`src/rtl/nrzi_tx_controller.sv`:
```
// Transmit sequencer feeding the NRZI encoder x input: frames bytes as sync, LSB-first
// data with zero stuffing after STUFF_LEN ones, and an EOP run of ones.
module nrzi_tx_controller #(
  parameter logic [7:0] SYNC_PATTERN = 8'h80,
  parameter int         STUFF_LEN    = 6,
  parameter int         EOP_LEN      = 2
) (
  input  logic       clock,
  input  logic       reset,
  input  logic [7:0] data_in,
  input  logic       data_valid,
  input  logic       frame_last,
  output logic       data_ready,
  output logic       x_out,
  output logic       tx_active,
  output logic       stuff_bit,
  output logic       frame_done,
  output logic       underrun
);

  localparam logic [3:0] L_STUFF    = 4'(STUFF_LEN);
  localparam logic [2:0] L_EOP_LAST = 3'(EOP_LEN - 1);

  typedef enum logic [1:0] {S_IDLE, S_SYNC, S_DATA, S_EOP} state_t;

  state_t     r_state, w_state;
  logic [7:0] r_shift, w_shift;
  logic [7:0] r_buf, w_buf;
  logic       r_buf_last, w_buf_last;
  logic       r_buf_full, w_buf_full;
  logic       r_last_taken, w_last_taken;
  logic       r_cur_last, w_cur_last;
  logic       r_tail, w_tail;
  logic [2:0] r_bitcnt, w_bitcnt;
  logic [2:0] r_eopcnt, w_eopcnt;
  logic [3:0] r_ones, w_ones;
  logic       r_x, w_x;
  logic       r_active, w_active;
  logic       r_stuff, w_stuff;
  logic       r_done, w_done;
  logic       r_under, w_under;
  logic       w_accept;
  logic       w_finish;

  assign data_ready = !r_buf_full & !r_last_taken;
  assign w_accept   = data_valid & data_ready;

  always_comb begin
    w_state      = r_state;
    w_shift      = r_shift;
    w_buf        = r_buf;
    w_buf_last   = r_buf_last;
    w_buf_full   = r_buf_full;
    w_last_taken = r_last_taken;
    w_cur_last   = r_cur_last;
    w_tail       = r_tail;
    w_bitcnt     = r_bitcnt;
    w_eopcnt     = r_eopcnt;
    w_ones       = r_ones;
    w_x          = 1'b1;
    w_active     = 1'b0;
    w_stuff      = 1'b0;
    w_done       = 1'b0;
    w_under      = 1'b0;
    w_finish     = 1'b0;

    if (w_accept) begin
      w_buf      = data_in;
      w_buf_last = frame_last;
      w_buf_full = 1'b1;
      if (frame_last) w_last_taken = 1'b1;
    end

    unique case (r_state)
      S_IDLE: begin
        w_ones = '0;
        if (w_accept) begin
          w_state    = S_SYNC;
          w_shift    = SYNC_PATTERN;
          w_bitcnt   = '0;
          w_cur_last = 1'b0;
          w_tail     = 1'b0;
        end
      end

      S_SYNC, S_DATA: begin
        w_active = 1'b1;
        if (r_ones == L_STUFF) begin
          // Stuffed zero: shifter and bit counter hold.
          w_x     = 1'b0;
          w_stuff = 1'b1;
          w_ones  = '0;
          if (r_tail) begin
            w_tail   = 1'b0;
            w_state  = S_EOP;
            w_eopcnt = '0;
          end
        end else begin
          w_x      = r_shift[0];
          w_shift  = {1'b0, r_shift[7:1]};
          w_ones   = r_shift[0] ? r_ones + 4'd1 : 4'd0;
          w_bitcnt = r_bitcnt + 3'd1;
          if (r_bitcnt == 3'd7) begin
            if (r_cur_last) begin
              w_finish = 1'b1;
            end else if (r_buf_full) begin
              w_shift    = r_buf;
              w_cur_last = r_buf_last;
              w_buf_full = 1'b0;
              w_state    = S_DATA;
            end else if (w_accept) begin
              // Byte arriving on the boundary edge goes straight to the shifter.
              w_shift    = data_in;
              w_cur_last = frame_last;
              w_buf_full = 1'b0;
              w_state    = S_DATA;
            end else begin
              // Aborted frame accepts nothing more until it is back in IDLE.
              w_under      = 1'b1;
              w_last_taken = 1'b1;
              w_finish     = 1'b1;
            end
          end
          if (w_finish) begin
            if (w_ones == L_STUFF) begin
              w_tail  = 1'b1;
              w_state = S_DATA;
            end else begin
              w_state  = S_EOP;
              w_eopcnt = '0;
            end
          end
        end
      end

      S_EOP: begin
        w_active = 1'b1;
        w_eopcnt = r_eopcnt + 3'd1;
        if (r_eopcnt == L_EOP_LAST) begin
          w_done       = 1'b1;
          w_state      = S_IDLE;
          w_last_taken = 1'b0;
        end
      end

      default: w_state = S_IDLE;
    endcase
  end

  always_ff @(posedge clock or posedge reset) begin
    if (reset) begin
      r_state      <= S_IDLE;
      r_shift      <= '0;
      r_buf        <= '0;
      r_buf_last   <= 1'b0;
      r_buf_full   <= 1'b0;
      r_last_taken <= 1'b0;
      r_cur_last   <= 1'b0;
      r_tail       <= 1'b0;
      r_bitcnt     <= '0;
      r_eopcnt     <= '0;
      r_ones       <= '0;
      r_x          <= 1'b1;
      r_active     <= 1'b0;
      r_stuff      <= 1'b0;
      r_done       <= 1'b0;
      r_under      <= 1'b0;
    end else begin
      r_state      <= w_state;
      r_shift      <= w_shift;
      r_buf        <= w_buf;
      r_buf_last   <= w_buf_last;
      r_buf_full   <= w_buf_full;
      r_last_taken <= w_last_taken;
      r_cur_last   <= w_cur_last;
      r_tail       <= w_tail;
      r_bitcnt     <= w_bitcnt;
      r_eopcnt     <= w_eopcnt;
      r_ones       <= w_ones;
      r_x          <= w_x;
      r_active     <= w_active;
      r_stuff      <= w_stuff;
      r_done       <= w_done;
      r_under      <= w_under;
    end
  end

  assign x_out      = r_x;
  assign tx_active  = r_active;
  assign stuff_bit  = r_stuff;
  assign frame_done = r_done;
  assign underrun   = r_under;

endmodule

```
`config.mk`:
```
export PLATFORM = sky130hd
export DESIGN_NAME = nrzi_tx_controller
export DESIGN_NICKNAME = d
export VERILOG_FILES = /design/src/rtl/nrzi_tx_controller.sv
export SDC_FILE = /design/constraint.sdc
export NUM_CORES = 1
export LEC_CHECK = 0
export CAP_MARGIN = 20
export CORE_MARGIN = 2
export CORE_UTILIZATION = 56
export DETAILED_ROUTE_END_ITERATION = 8
export PLACE_DENSITY = 0.78
export RECOVER_POWER = 50
export SLEW_MARGIN = 20
export SYNTH_ARGS = -nofsm -noshare
export SYNTH_HDL_FRONTEND = slang
export SYNTH_SLANG_ARGS = --single-unit
```
`constraint.sdc`:
```
create_clock -name clock -period 2.7 [get_ports clock]
set_input_delay 0.54 -clock clock [delete_from_list [all_inputs] [get_ports clock]]
set_output_delay 0.54 -clock clock [all_outputs]
set_load 0.02 [all_outputs]
```
== Word-level counts from Yosys, hierarchy flattened ==
Index checks and enable logic that the tools add are counted.
Cells by class
  $add $sub $neg: 3
  muxes and demuxes: 73
  equal/unequal tests: 18
  bitwise operators: 2
  reduce and logical (&&, ||, !) cells: 12
Operators with widths (count)
  2-to-1 mux 8 bit: 6
  2-to-1 mux 1 bit: 42
  2-to-1 mux 2 bit: 9
  2-to-1 mux 3 bit: 6
  one-hot mux 8 bit (2 select lines): 1
  inequality test 3 bit, second input constant: 4
  one-hot mux 3 bit (2 select lines): 2
  AND reduction 4 bit: 3
  equality test 4 x 3 -> 1 bit, second input constant: 2
  2-to-1 mux 4 bit: 2
  inequality test 2 bit, second input constant: 4
  inequality test 4 bit, second input constant: 2
  one-hot mux 4 bit (2 select lines): 1
  adder 3 x 1 -> 3 bit, second input constant: 2
  one-hot mux 1 bit (2 select lines): 3
  one-hot mux 2 bit (3 select lines): 1
  AND reduction 6 bit: 1
  inequality test 5 bit, second input constant: 1
  adder 4 x 1 -> 4 bit, second input constant: 1
  equality test 2 bit, second input constant: 2
  nonzero test 2 bit: 2
  equality test 3 x 1 -> 1 bit, second input constant: 1
  equality test 3 bit, second input constant: 1
  AND reduction 3 bit: 1
  other kinds (6): 8
Word-level totals
  register bits: 38
  input port bits: 12
  output and inout port bits: 6

== Depth between registers and ports, before layout ==
  depth in word-level cells: 12
  mapped depth: 8
  depth with buffers taken out: 7

== Least setup slack after synthesis ==
No wires, ideal clock.
  path kind: register to register
  start point: register r_state[1]
  end point: register r_eopcnt[0]
  required time: 2.572 ns
  data arrival time: 1.776 ns
  path slack: 0.796 ns
  stages on the path, launching flop included: 8
  cell sequence: dfrtp_1 -> inv_1 -> ha_1 -> clkbuf_1 -> nand4b_1 -> o22ai_1 -> o21bai_4 -> mux2_1
Between the ends
  word-level cells in the longest chain between the ends: 4
RTL lines
  start, declared: RTL line 26  | state_t r_state, w_state;
  start signal, assigned: RTL line 169  | r_state <= w_state;
  equality test 2 x 1 -> 1 bit / equality test 2 bit (equally long branches): RTL line 74  | unique case (r_state)
  OR reduction 2 bit: RTL line 74
  inequality test 3 bit (no line) / nonzero test 2 bit (equally long branches)
  AND reduction 4 bit (no line)
  end signal, assigned: RTL line 178  | r_eopcnt <= w_eopcnt;
  end, declared: RTL line 35  | logic [2:0] r_eopcnt, w_eopcnt;
Several ways; a longest one is shown, not always the timed one.
A chain may end at the register's enable or synchronous reset.

== Worst setup path in the final report ==
  start point: register r_buf_full
  end point: output port data_ready
Between the ends
  word-level cells in the longest chain between the ends: 2
RTL lines
  start, declared: RTL line 30  | logic r_buf_full, w_buf_full;
  start signal, assigned: RTL line 173  | r_buf_full <= w_buf_full;
  zero test 1 bit: RTL line 45  | assign data_ready = !r_buf_full & !r_last_taken;
  AND 1 bit: RTL line 45
  end, declared: RTL line 13  | output logic data_ready,
Every way passes these cells.

==> impl.org <==
** Logic synthesis
- Fraction of synthesis flops using an asynchronous set or reset pin :: 1.00
- Leading area contributor after synthesis :: sky130_fd_sc_hd__dfrtp_1
- Yosys reg bits :: 38
- During synthesis, Yosys emitted a total of 0 warnings.
- Netlist Area Pre-Place :: 1960 µm²
- Number of unique standard cell types used by synthesis :: 40
- The most used flip-flop cell after synthesis is sky130_fd_sc_hd__dfrtp_1.
- Syn nets :: 222
- The cell count after synthesis came out at 200.
- Of the post-synthesis cell area, the dominant cell type holds 0.473.
- For this run, the register share of the synthesized area comes to 0.486.
- Syn avg cell area :: 9.80 µm²
- Counting flops with a built-in enable in the synthesized netlist gives 0.
- Biggest area contributors in the synthesized netlist :: sky130_fd_sc_hd__dfrtp_1 (47%), sky130_fd_sc_hd__nand2_1 (7.3%), sky130_fd_sc_hd__ha_1 (6.4%)

** Layout
- Of the cells placed in the final design, the portion with a size suffix greater than 1 is 0.0905.
- After the last flow step, the layout net total stands at 242.
- Non-filler instance count after layout :: 267
- In the layout the commonest cells are sky130_fd_sc_hd__nand2_1 (38), sky130_fd_sc_hd__dfrtp_1 (37), sky130_fd_sc_hd__a21oi_1 (16), sky130_fd_sc_hd__inv_1 (16), sky130_fd_sc_hd__clkdlybuf4s50_1 (16).
- Measured on the finished design, the core utilization comes to 0.675.
- Commonest non-fill, non-tap cell in the layout :: sky130_fd_sc_hd__nand2_1
- Compared with the post-synthesis result, the final layout area differs by 15.0%.
- 0 antenna diodes ended up in the layout.

** Critical path
- Critical-path top delay cell :: sky130_fd_sc_hd__clkdlybuf4s50_1
- Highest net fanout along the worst path :: 7
- The worst setup path is launched from a register.
- STA classifies the critical path endpoint as an output port.
- Number of cells traversed by the worst register-to-register path :: 6
- Reg2Reg Setup Slack :: 630 ps
- Critical path endpoint :: data_ready
- STA puts the critical path data required time at 2160 ps.
- Largest incremental delay on the critical path :: 620 ps
- The critical path in this run is classified as reg2out.
- The worst register-to-register path begins at r_state[0].
- The worst register-to-register path ends at r_eopcnt[0].
- For the worst setup path, the data arrival time is 1610 ps.
- Traced cell by cell, the critical path runs through nor2_1 -> clkdlybuf4s50_1.
- The most critical setup path has its startpoint at r_buf_full.

** Timing
- Between clock sinks in the finished design, the worst skew comes to 8.86 ps.
- Based on the critical path, the design can be clocked at up to 465 MHz.
- Setup repair after global routing left no endpoint under its margin.
- In the final timing run, aggregate negative setup slack is 0 ps.
- The worst pin sits at a relative slew slack of 0.388.
- Time the worst path needs with I/O delays and setup :: 2150 ps
- Part of the cycle the worst path needs :: 0.796
- Final Hold Slack :: 490 ps
- Final slew viol count :: 0
- At the pin with the least slew margin, the transition time is 917 ps.
- The count of final hold-check violations is 0.
- Setup violations remaining at the end of the flow were counted as 0.

** Floorplan
- Core area :: 3340 µm²
- Effective utilization at floorplan :: 0.587
- The floorplan step defined a die boundary enclosing 3990 µm².
- The die is 63.2 µm tall.
- Horizontal die dimension :: 63.2 µm
- 18 I/O pins were placed.
- # rows :: 21

** Routing
- Routed vias/inst :: 5.69
- In the final routed layout, each cell accounts on average for 15.0 µm.
- The detailed router finished its first iteration with 146 violations.
- The detail route stage leaves a number of antenna-violating nets equal to 0.
- Total via count after detailed routing :: 1519
- Final routed DRC violation total :: 0
- First-pass iteration count of the detailed router :: 4
- Routed WL :: 4000 µm

** Placement
- Count of buffers from port buffering :: 17
- The congestion estimate from routability-driven global placement came to 0.821.
- Once placement completed, the tool counted placed cells totaling 259.
- The wire-length estimate of the detail-placed layout is 2760 µm.

** CTS
- Post-CTS repair changed the size of 0 cells.
- The later pin in the worst-skew pair is clocked with a latency of 360 ps.
- After clock tree synthesis, the clock-pin slew on the worst setup and hold paths is 120 ps.
- After clock tree synthesis, the setup repair step added 0 buffers.
- H-tree depth reported by CTS :: 2
- Number of buffers inserted during clock tree synthesis :: 5
- Clock sink total :: 38
- Maximum clock insertion buffer count :: 2
- After clock tree synthesis, the flow added hold-fix buffers numbering 0.
- The tree is rooted in a sky130_fd_sc_hd__clkbuf_4.
- TritonCTS built the clock tree.

** Power
- In this run the power density over the cells is 1090 nW/µm².
- Maximum vdd drop :: 571 µV
- Cell leakage power :: 1.09 nW

** Global route
- The number of global-route vias before repair came to 1566.
- First-pass GRT wire length :: 7050 µm
- Total global-route track usage :: 0.227
- The number of antenna violations at the first check in global routing was 0.
- Entering global routing, the biggest net connects 39 pins.
- For this run the aggregate overflow at the end of global routing stands at 0.

** Hold path
- The path class of the tightest hold or removal check is reg2reg.

** Job
- Across the run, the number of max-cap violations was 0.

** Outcome
- The flow ran to the end, and the final reports show no timing, DRC or antenna violations.
Yosys cell counts (3+ instances only):
| cell type | instances |
|---|---|
| sky130_fd_sc_hd__a21oi_1 | 16 |
| sky130_fd_sc_hd__a22o_1 | 9 |
| sky130_fd_sc_hd__buf_2 | 7 |
| sky130_fd_sc_hd__dfrtp_1 | 37 |
| sky130_fd_sc_hd__ha_1 | 10 |
| sky130_fd_sc_hd__inv_1 | 16 |
| sky130_fd_sc_hd__nand2_1 | 38 |
| sky130_fd_sc_hd__nor2_1 | 6 |
| sky130_fd_sc_hd__nor2b_1 | 7 |
| sky130_fd_sc_hd__nor3_1 | 3 |
| sky130_fd_sc_hd__o21ai_0 | 6 |
| sky130_fd_sc_hd__o22ai_1 | 8 |
critical path, delay by kind of cell (launching register included):
kind,cells,cell delay [ps]
buffers and inverters,1,620
AND/OR/NAND/NOR,1,160
flip-flops,1,480
stage by stage:
step	worst slack, ps	power, W	cell area [µm²]
detailed placement	315	0.00207	2180
global route	479	0.00265	2250
floorplan	796	0.00178	1960
global placement	372	0.00202	2180
CTS	545	0.00247	2260
finish	551	0.00247	2250
report_power, final:
part	switching, W	total [W]	leakage, nW	internal [W]
combinational	0.000664	0.00117	0.555	0.000504
clock	0.000196	0.000388	0.0450	0.000192
sequential	0.000137	0.000912	0.488	0.000775
final cells by class:
class / count / area, µm²
fillers: 264 / 1080
flip-flops and latches: 38 / 952
multi-input cells: 138 / 908
repair buffers: 21 / 198
inverters: 16 / 60.1
well taps: 46 / 57.6
clock inverters: 3 / 40.0
clock buffers: 5 / 37.5
per-layer routing:
layer | global-route usage | vias up | wire length (µm)
li1 | - | 736 | -
met1 | 0.290 | 742 | 1850
met2 | 0.352 | 32 | 1850
met3 | 0.0768 | 9 | 226
met4 | 0.0972 | 0 | 72
met5 | 0 | - | 0
cell families (layout without fill, tap and decap cells):
family / Yosys count / after routing / synth area share
buffers and inverters: 24 / 45 / 0.0504
AND/OR/NAND/NOR: 67 / 67 / 0.161
multiplexers: 5 / 5 / 0.0275
AO/OA/AOI/OAI: 54 / 54 / 0.199
XOR/XNOR: 2 / 2 / 0.0128
adder cells (fa/ha/maj): 10 / 10 / 0.0639
flip-flops: 38 / 38 / 0.486
worst min path at each step:
stage | depth (start not counted) | startpoint | to | slack (ps)
global route | 2 | r_buf[7] | r_buf[7] | 520
global placement | 2 | r_buf[2] | r_buf[2] | 460
finish | 2 | r_buf[7] | r_buf[7] | 490
floorplan | 2 | r_buf[7] | r_buf[7] | 450
detailed placement | 2 | r_buf[7] | r_buf[7] | 460
CTS | 2 | r_buf[7] | r_buf[7] | 490
registers in the layout (all words and copies together), names as in the netlist:
| signal | flops |
|---|---|
| r_buf_last | 1 |
| stuff_bit | 1 |
| tx_active | 1 |
| r_bitcnt | 3 |
| r_state | 2 |
| r_cur_last | 1 |
| r_buf | 8 |
| r_ones | 4 |
| r_shift | 8 |
| r_last_taken | 1 |
| underrun | 1 |
| frame_done | 1 |
| r_buf_full | 1 |
| x_out | 1 |
| r_eopcnt | 3 |
| r_tail | 1 |
(Power assumes the default switching activity.)
